File: src/rtl/f2i_seq.sv
// Multi-cycle binary32 -> int32 converter, truncating toward zero.
// The significand moves one bit per cycle through a single 32-bit shift register.
module f2i_seq (
   input  logic        clk,
   input  logic        rst,
   input  logic        in_valid,
   output logic        in_ready,
   input  logic [31:0] a,
   output logic        out_valid,
   input  logic        out_ready,
   output logic [31:0] d,
   output logic        p_lost,
   output logic        invalid
);

   typedef enum logic [1:0] {IDLE, SHIFT, DONE} state_t;

   state_t      state_q, state_d;
   logic [31:0] m_q, m_d;
   logic [4:0]  cnt_q, cnt_d;
   logic        right_q, right_d;
   logic        sign_q, sign_d;
   logic        sticky_q, sticky_d;
   logic [31:0] d_q, d_d;
   logic        p_lost_q, p_lost_d;
   logic        invalid_q, invalid_d;
   logic [7:0]  e;

   assign e         = a[30:23];
   assign in_ready  = (state_q == IDLE) && !rst;
   assign out_valid = (state_q == DONE);
   assign d         = d_q;
   assign p_lost    = p_lost_q;
   assign invalid   = invalid_q;

   always_comb begin
      state_d   = state_q;
      m_d       = m_q;
      cnt_d     = cnt_q;
      right_d   = right_q;
      sign_d    = sign_q;
      sticky_d  = sticky_q;
      d_d       = d_q;
      p_lost_d  = p_lost_q;
      invalid_d = invalid_q;
      case (state_q)
         IDLE: begin
            if (in_valid) begin
               if (e == 8'd255) begin
                  d_d       = 32'h8000_0000;
                  invalid_d = 1'b1;
                  p_lost_d  = 1'b0;
                  state_d   = DONE;
               end else if (e >= 8'd158) begin
                  // Only exactly -2^31 fits; everything else at this exponent overflows.
                  d_d       = 32'h8000_0000;
                  p_lost_d  = 1'b0;
                  invalid_d = (a != 32'hCF00_0000);
                  state_d   = DONE;
               end else if (e < 8'd127) begin
                  d_d       = '0;
                  invalid_d = 1'b0;
                  p_lost_d  = |a[30:0];
                  state_d   = DONE;
               end else begin
                  m_d      = {8'b0, 1'b1, a[22:0]};
                  sticky_d = 1'b0;
                  sign_d   = a[31];
                  right_d  = (e < 8'd150);
                  cnt_d    = (e < 8'd150) ? 5'(8'd150 - e) : 5'(e - 8'd150);
                  state_d  = SHIFT;
               end
            end
         end
         SHIFT: begin
            if (cnt_q != 5'd0) begin
               if (right_q) begin
                  m_d      = m_q >> 1;
                  sticky_d = sticky_q | m_q[0];
               end else begin
                  m_d = m_q << 1;
               end
               cnt_d = cnt_q - 5'd1;
            end else begin
               d_d       = sign_q ? (~m_q + 32'd1) : m_q;
               p_lost_d  = sticky_q;
               invalid_d = 1'b0;
               state_d   = DONE;
            end
         end
         DONE: begin
            if (out_ready) state_d = IDLE;
         end
         default: state_d = IDLE;
      endcase
   end

   always_ff @(posedge clk) begin
      if (rst) begin
         state_q   <= IDLE;
         m_q       <= '0;
         cnt_q     <= '0;
         right_q   <= 1'b0;
         sign_q    <= 1'b0;
         sticky_q  <= 1'b0;
         d_q       <= '0;
         p_lost_q  <= 1'b0;
         invalid_q <= 1'b0;
      end else begin
         state_q   <= state_d;
         m_q       <= m_d;
         cnt_q     <= cnt_d;
         right_q   <= right_d;
         sign_q    <= sign_d;
         sticky_q  <= sticky_d;
         d_q       <= d_d;
         p_lost_q  <= p_lost_d;
         invalid_q <= invalid_d;
      end
   end

endmodule

File: config.mk
export PLATFORM = sky130hd
export DESIGN_NAME = f2i_seq
export DESIGN_NICKNAME = d
export VERILOG_FILES = /design/src/rtl/f2i_seq.sv
export SDC_FILE = /design/constraint.sdc
export NUM_CORES = 1
export LEC_CHECK = 0
export ABC_AREA = 1
export BUFFER_PORTS_ARGS = -buffer_cell sky130_fd_sc_hd__buf_2
export CORE_ASPECT_RATIO = 0.9
export CORE_MARGIN = 2
export CORE_UTILIZATION = 51
export DETAILED_ROUTE_END_ITERATION = 10
export PLACE_DENSITY = 0.74
export SYNTH_ARGS = -nofsm -noshare
export SYNTH_HDL_FRONTEND = slang
export SYNTH_SLANG_ARGS = --single-unit
File: constraint.sdc
create_clock -name clk -period 4 [get_ports clk]
set_input_delay 0.2 -clock clk [delete_from_list [all_inputs] [get_ports clk]]
set_output_delay 0.2 -clock clk [all_outputs]
set_load 0.005 [all_outputs]
# After elaboration in Yosys (flattened, before gate mapping)
# Cells that the tools add are included.
dict set report classes {
  n_mux 47
  reduce_logical 11
  shifts 0
  eq_ne 13
  bitwise_logic 5
  order_cmp 3
  div_mod_pow 0
  mul 0
  add_sub_neg 4
}
# cell n
set op_table {}
lappend op_table {{$mux 32} 12}
lappend op_table {{$pmux 32 s2} 2}
lappend op_table {{$add 32x1->32 const B} 1}
lappend op_table {{$ne 32x32->1 const B} 1}
lappend op_table {{$not 32->32} 1}
lappend op_table {{$reduce_or 31->1} 1}
lappend op_table {{$mux 5} 6}
lappend op_table {{$mux 1} 16}
lappend op_table {{$ne 2x2->1 const B} 7}
lappend op_table {{$mux 2} 6}
lappend op_table {{$pmux 5 s2} 1}
lappend op_table {{$eq 8x8->1 const B} 1}
lappend op_table {{$ge 8x8->1 const B} 1}
lappend op_table {{$lt 8x7->1 const B} 1}
lappend op_table {{$lt 8x8->1 const B} 1}
lappend op_table {{$reduce_and 7->1} 1}
lappend op_table {{$pmux 1 s2} 3}
lappend op_table {{$pmux 2 s3} 1}
lappend op_table {{$reduce_and 6->1} 1}
lappend op_table {{$reduce_and 5->1} 1}
lappend op_table {{$reduce_bool 5->1} 1}
lappend op_table {{$sub 5x1->5 const B} 1}
lappend op_table {{$sub 5x5->5 const A} 1}
lappend op_table {{$sub 5x5->5 const B} 1}
lappend op_table {{other kinds (12)} 14}
dict set report word_totals {
  register_bits 76
  latchBits 0
  out_inout_bits 36
  inputBits 36
  n_memories 0
  mem_bits_ro 0
  ramBits 0
}

# Depth between registers and ports, before layout
# Gate-level depths: netlist of run 1.
dict set report logic_depth {
  word_depth 7
  mapped_depth 13
  depth_no_buf 12
}

# Worst setup path before layout of run 1
# OpenSTA, ideal clock, no wires.
dict set report synth_path {
  kind {register to register}
  from {register cnt_q[0]}
  to {register cnt_q[1]}
  stages_incl_launch_ff 11
  t_arrival_ps 1385
  n_path_buf 2
  synth_period_minus_slack_ps 1499
  path_slack_ps 2501
  required_ps 3885
  cell_sequence {dfxtp_1 inv_1 ha_1 nand4_2 nand2_1 inv_2 nand3_2 buf_6 buf_6 nor3_2 nor2_1}
}
dict set report synth_between {
  elab_chain_cells 3
}
# element line
set synth_rtl {}
lappend synth_rtl {{from (decl)} 20} ;# logic [4:0] cnt_q, cnt_d;
lappend synth_rtl {{from (signal assigned)} 112} ;# cnt_q <= cnt_d;
lappend synth_rtl {{$sub 5x1->5 or $reduce_bool 5->1 (tied branches)} {83, 76}}
lappend synth_rtl {{$mux 5 or $ne 2x2->1 (tied branches)} n/a}
lappend synth_rtl {{$pmux 5 s2 or $reduce_and 6->1 (tied branches)} n/a}
# Several ways; a longest one is shown, not always the timed one. The select of a mux whose other input is x is not followed.
# A chain may end at the register's enable or synchronous reset.

# Worst setup path in the final report of run 1
dict set report layout_path {
  from {register state_q[0]}
  to {register m_q[15]}
}
dict set report layout_between {
  elab_chain_cells 3
}
# element line
set layout_rtl {}
lappend layout_rtl {{from (decl)} 18} ;# state_t state_q, state_d;
lappend layout_rtl {{from (signal assigned)} 110} ;# state_q <= state_d;
lappend layout_rtl {{$eq 2x1->1 or $logic_not 2->1 (tied branches)} 46} ;# case (state_q)
lappend layout_rtl {{$ne 2x2->1 (no line) or $reduce_bool 2->1 (tied branches)} n/a}
lappend layout_rtl {{$reduce_and 6->1 (no line)} n/a}
lappend layout_rtl {{to (signal assigned)} 111} ;# m_q <= m_d;
lappend layout_rtl {{to (decl)} 19} ;# logic [31:0] m_q, m_d;
# Several ways; a longest one is shown, not always the timed one.

==> results.toml, run 1 <==
[outcome]
status = "finished clean"

[setup_path]
crit_slowest_cell = "nand3_2"
required_ns = 4.29
crit_fanout = 40
endpoint_kind = "flop"
cp_cell_sequence = "inv_2, nor2_2, buf_4, nand4_2, nand2_1, inv_2, nand3_2, buf_4, o21ai_0, a21oi_1"
cp_top_family = "simple AND/OR/NAND/NOR gates"
path_class = "flop to flop"
critPathBufInv = 4
startpoint_type = "flop"
slowest_delay_ns = 0.49
crit_arrival_ns = 2.91

[synth]
synthTopCellsByArea = "dfxtp_1 (32%), nand2_1 (12%), o21ai_0 (9.0%)"
synthFlopType = "dfxtp_1"
synth_edf_count = 0
ys_seq_elements = 76
avgSynthCellArea_um2 = 6.35
yosysWarnings = 0
synth.most_common_cell = "nand2_1"
netlist_top_cells_count = "nand2_1 (151), nor2_1 (87), o21ai_0 (85)"
synth_top_area_share_pct = 32.3
synthDistinctLibCells = 40
synth_top_cell_by_area = "dfxtp_1"
ys_seq_area_share_pct = 32.3
syn_area_mm2 = 0.00471
async_flop_share_pct = 0
synth_cells = 742
syn_nets = 786

[placed_design]
port-buffer-count = 71
dpl.hpwl_um = 9620
place_congestion = 0.912
preCtsSetupSlack_ns = 1.49

[finish]
drive_above_1_share_pct = 15.2
antenna_cells = 0
area_growth_pct = 11.7
nNetsFinal = 835

[timing]
slew_headroom_pct = 32.0
hold_violations = 0
worstMarginPinSlew_ns = 1.02
rsz0062_at_grt = "false"
clock.fmax_ghz = 0.382
fin_setup_tns_ns = 0
setup_violations = 0
fin_ws_ns = 1.38
min_period_ns = 2.62
slew_violations = 0
min_period_over_period_pct = 65.5
fin_skew_ns = 0.00876

[route]
vias_per_cell = 5.46
drtIter0Drc = 529
ant_nets = 0
via_count = 5009
remaining_drc_errors = 0
wire_per_inst_um = 14.2
totalWireLength_um = 13100
first_pass_iters = 8

[die]
core_area_mm2 = 0.00904
row_count = 33
die_x_um = 105
fp.dieH_um = 95.2
initial_core_util_pct = 52.1
die_area_mm2 = 0.0100
ios = 72

[clocking]
cts_setup_buffers = 0
insertion_delay_ns = 0.37
cts_hold_buffers = 0
cts_tree = "done"
cts_resized = 0
clk_pin_slew_ns = 0.08
cts_inserted_buffers = 9
clock-sinks = 76
clock_path_buffers = 2
h-tree-depth = 3
clock-root-buffer = "clkbuf_8"

[job]
cap_violations = 0

[power_and_ir_drop]
clkPwrFrac_pct = 26.3
switching_share_pct = 40.5
pwr-share-comb_pct = 34.1
peakVddDrop_mv = 0.230
netSwitchingPower_w = 0.000956
cellPowerDensity_mw_per_mm2 = 449
p_int_w = 0.00140
p_leak_nw = 2.41
sequentialPowerShare_pct = 39.6

[global_route]
grt_pass1_vias = 4402
overflow = 0
antenna_found_initial = 0
grt_max_degree = 41
globalRouteTotalUtil_pct = 26.9
grt_pass1_wl_um = 21300

[min_path]
hp-class = "input pin to flop"
power groups by stage:
stage / clock (W) / combinational (W) / sequential (W)
4_1_cts: 0.000630 / 0.000794 / 0.000929
3_3_place_gp: 0 / 0.000776 / 0.000947
5_1_grt: 0.000659 / 0.000910 / 0.000946
6_report: 0.000621 / 0.000805 / 0.000934
3_5_place_dp: 0 / 0.000789 / 0.000946
2_1_floorplan: 0 / 0.000630 / 0.000917
placed cells by master, fill, tap and decap left out, drive strengths merged, types with 10 or more instances in the layout:
cell type	synthesis	routed
buf	22	76
nor2	89	89
nand2	157	157
inv	75	76
clkbuf	16	10
a21oi	83	83
dfxtp	76	76
o22ai	15	15
nand3	65	65
o21ai	88	88
stage by stage:
stage                     instances  power (W)  hold slack [ns]  cell area, um^2  util (%)
after floorplan                 742    0.00155            0.370             4710         -
after CTS                       918    0.00235            0.123             5260      58.1
after global placement          902    0.00172            0.446             5050      55.8
final                           918    0.00236            0.133             5260      58.1
after global routing            918    0.00251            0.142             5260      58.1
after detailed placement        902    0.00173            0.451             5050      55.8
sequential cells by signal, summed over array words and instances, names as in the netlist:
signal	flops
sticky_q	1
state_q	2
sign_q	1
d	32
m_q	32
cnt_q	5
p_lost	1
invalid	1
right_q	1
layer usage:
metal	part of all wire [%]	track usage (%)
met3	8.0	4.24
met5	0	0
met4	1.1	7.22
met1	49	38.7
met2	42	41.8
area by class of cell:
type / instances / area [um^2]
fill: 892 / 3780
multi-input combinational: 551 / 2690
sequential: 76 / 1520
timing repair buffer: 76 / 393
inverter: 77 / 289
tap: 122 / 153
clock buffer: 10 / 138
clock inverter: 6 / 71.3
worst paths after layout:
check / from / cells after the start / end / slack (ns)
worst min register to register: d[6]$_SDFFE_PP0P_ / 2 / d[6]$_SDFFE_PP0P_ / 0.46
worst max-delay path: state_q[0]$_SDFFE_PP0P_ / 10 / m_q[15]$_SDFFE_PP0P_ / 1.38
worst max register to register: state_q[0]$_SDFFE_PP0P_ / 10 / m_q[15]$_SDFFE_PP0P_ / 1.38
worst min-delay path: out_ready / 4 / state_q[1]$_SDFFE_PP0P_ / 0.13
worst reg2reg max path: cells and delay by family (launching register included):
kind,cells,cell delay [ns]
and+or+nand+nor,4,0.95
buffers and inverters,4,0.89
AOI/OAI and AO/OA,2,0.34
DFF,1,0.36
cells by family (layout without fill, tap and decap cells):
logic type                 Yosys count  count (layout)  share of synthesized area (%)
adders and majority gates            8               8                           2.13
DFF                                 76              76                           32.3
AOI/OAI and AO/OA                  195             195                           22.0
and+or+nand+nor                    339             339                           31.4
buffers and inverters              115             169                           10.5
xor gates and xnor gates             9               9                           1.67
Note: power is estimated with default switching activity, not from simulation.
==> run 2: changes to the inputs <==
PLACE_DENSITY = 0.77   (was 0.74)
clock period = 2.26 ns   (was 4 ns; I/O delays follow)
==> results.toml, run 2 (synthesis gave the netlist of run 1 again) <==
[die]
die_area_mm2 = 0.0100
fp.dieH_um = 95.2
initial_core_util_pct = 52.1
die_x_um = 105
ios = 72
core_area_mm2 = 0.00904
row_count = 33

[timing]
clock.fmax_ghz = 0.525
min_period_over_period_pct = 84.3
slew_violations = 0
fin_skew_ns = 0.0146
hold_slack_ns = 0.0242
rsz0062_at_grt = "false"
hold_violations = 0
min_period_ns = 1.91
slew_headroom_pct = 60.7
worstMarginPinSlew_ns = 0.589
fin_setup_tns_ns = 0
setup_violations = 0

[clocking]
cts_resized = 0
clock_path_buffers = 2
insertion_delay_ns = 0.37
cts_hold_buffers = 0
cts_setup_buffers = 0
h-tree-depth = 3
clk_pin_slew_ns = 0.08
cts_tree = "done"
clock-root-buffer = "clkbuf_8"
clock-sinks = 76
cts_inserted_buffers = 9

[global_route]
overflow = 0
grt_pass1_wl_um = 21800
antenna_found_initial = 0
globalRouteTotalUtil_pct = 27.4
grt_max_degree = 57
grt_pass1_vias = 4492

[route]
drtIter0Drc = 353
via_count = 5119
totalWireLength_um = 13300
first_pass_iters = 5
vias_per_cell = 5.55
ant_nets = 0
remaining_drc_errors = 0
wire_per_inst_um = 14.4

[power_and_ir_drop]
switching_share_pct = 40.9
p_int_w = 0.00248
p_leak_nw = 2.44
pwr-share-comb_pct = 34.7
netSwitchingPower_w = 0.00172
cellPowerDensity_mw_per_mm2 = 792
peakVddDrop_mv = 0.485
clkPwrFrac_pct = 26.1
sequentialPowerShare_pct = 39.2

[job]
cap_violations = 0

[setup_path]
crit_fanout = 20
path_class = "flop to flop"
crit_arrival_ns = 2.17
endpoint_kind = "flop"
startpoint_type = "flop"
reg2regPathDepth = 10
required_ns = 2.52

[finish]
filler_cell_count = 906
final_cell_mix = "nand2_1 (151), nor2_1 (87), o21ai_0 (85), a21oi_1 (83), dfxtp_1 (76)"
nNetsFinal = 840
antenna_cells = 0
regArea_mm2 = 0.00152
area_growth_pct = 12.7
mostFrequentLayoutCell = "nand2_1"
drive_above_1_share_pct = 15.7
multiInputGateArea_mm2 = 0.00269

[placed_design]
place_congestion = 0.966
port-buffer-count = 71
dpl.hpwl_um = 9720

[min_path]
hp-class = "input pin to flop"
hold_depth = 4

[outcome]
status = "finished clean"
==> run 2: cell types whose count changed in the layout (fill, tap and decap cells not counted), sizes merged <==
cell	delta
clkinvlp	-1
clkbuf	-1
inv	+2
buf	+5
==> run 2: area by class of cell <==
class | instances | area share [%]
Inverter | 77 | 5.45
Sequential cell | 76 | 28.7
Clock inverter | 7 | 1.58
Clock buffer | 9 | 2.33
Timing Repair Buffer | 81 | 8.35
Tap cell | 122 | 2.88
Multi-Input combinational cell | 551 | 50.7
==> run 2: per-layer routing <==
metal	share of wire [%]	track usage (%)	wire [um]	up-vias
met5	0	0	0	-
met4	1.4	9.56	185	0
met3	8.0	4.31	1070	18
met2	43	42.8	5670	236
met1	48	38.6	6410	2295
li1	-	-	-	2570
==> run 2: metrics by stage <==
| stage | total power (W) | utilization, % | worst slack (ns) | area (um^2) | std cells |
|---|---|---|---|---|---|
| 2_1_floorplan | 0.00274 | - | 0.761 | 4710 | 742 |
| 3_3_place_gp | 0.00307 | 56.4 | 0.462 | 5100 | 907 |
| 3_5_place_dp | 0.00310 | 56.4 | 0.384 | 5100 | 907 |
| 4_1_cts | 0.00419 | 58.7 | 0.365 | 5310 | 923 |
| 5_1_grt | 0.00448 | 58.7 | 0.141 | 5310 | 923 |
| 6_report | 0.00421 | 58.7 | 0.354 | 5310 | 923 |
==> run 2: power by group through the flow <==
stage               registers, W  clock network, W  logic, W
detailed placement       0.00167                 0   0.00142
finish                   0.00165           0.00110   0.00146
CTS                      0.00164           0.00112   0.00143
floorplan                0.00162                 0   0.00112
global placement         0.00167                 0   0.00140
global route             0.00167           0.00117   0.00164
==> run 2: worst paths after layout <==
check | start | end | slack, ns
max | state_q[0]$_SDFFE_PP0P_ | sticky_q$_SDFFE_PP0P_ | 0.35
min | out_ready | state_q[1]$_SDFFE_PP0P_ | 0.02
max reg2reg | state_q[0]$_SDFFE_PP0P_ | sticky_q$_SDFFE_PP0P_ | 0.35
min reg2reg | d[2]$_SDFFE_PP0P_ | d[2]$_SDFFE_PP0P_ | 0.46
==> run 2: worst max-delay path: stages (launching register included) <==
cell and delay (ns):
dfxtp_1 0.35, inv_2 0.07, nor2_2 0.34, nand4_2 0.26, nand2_1 0.15, inv_2 0.04, nand3_2 0.08, buf_4 0.23
a21oi_1 0.07, o21ai_0 0.16, nor2_1 0.05
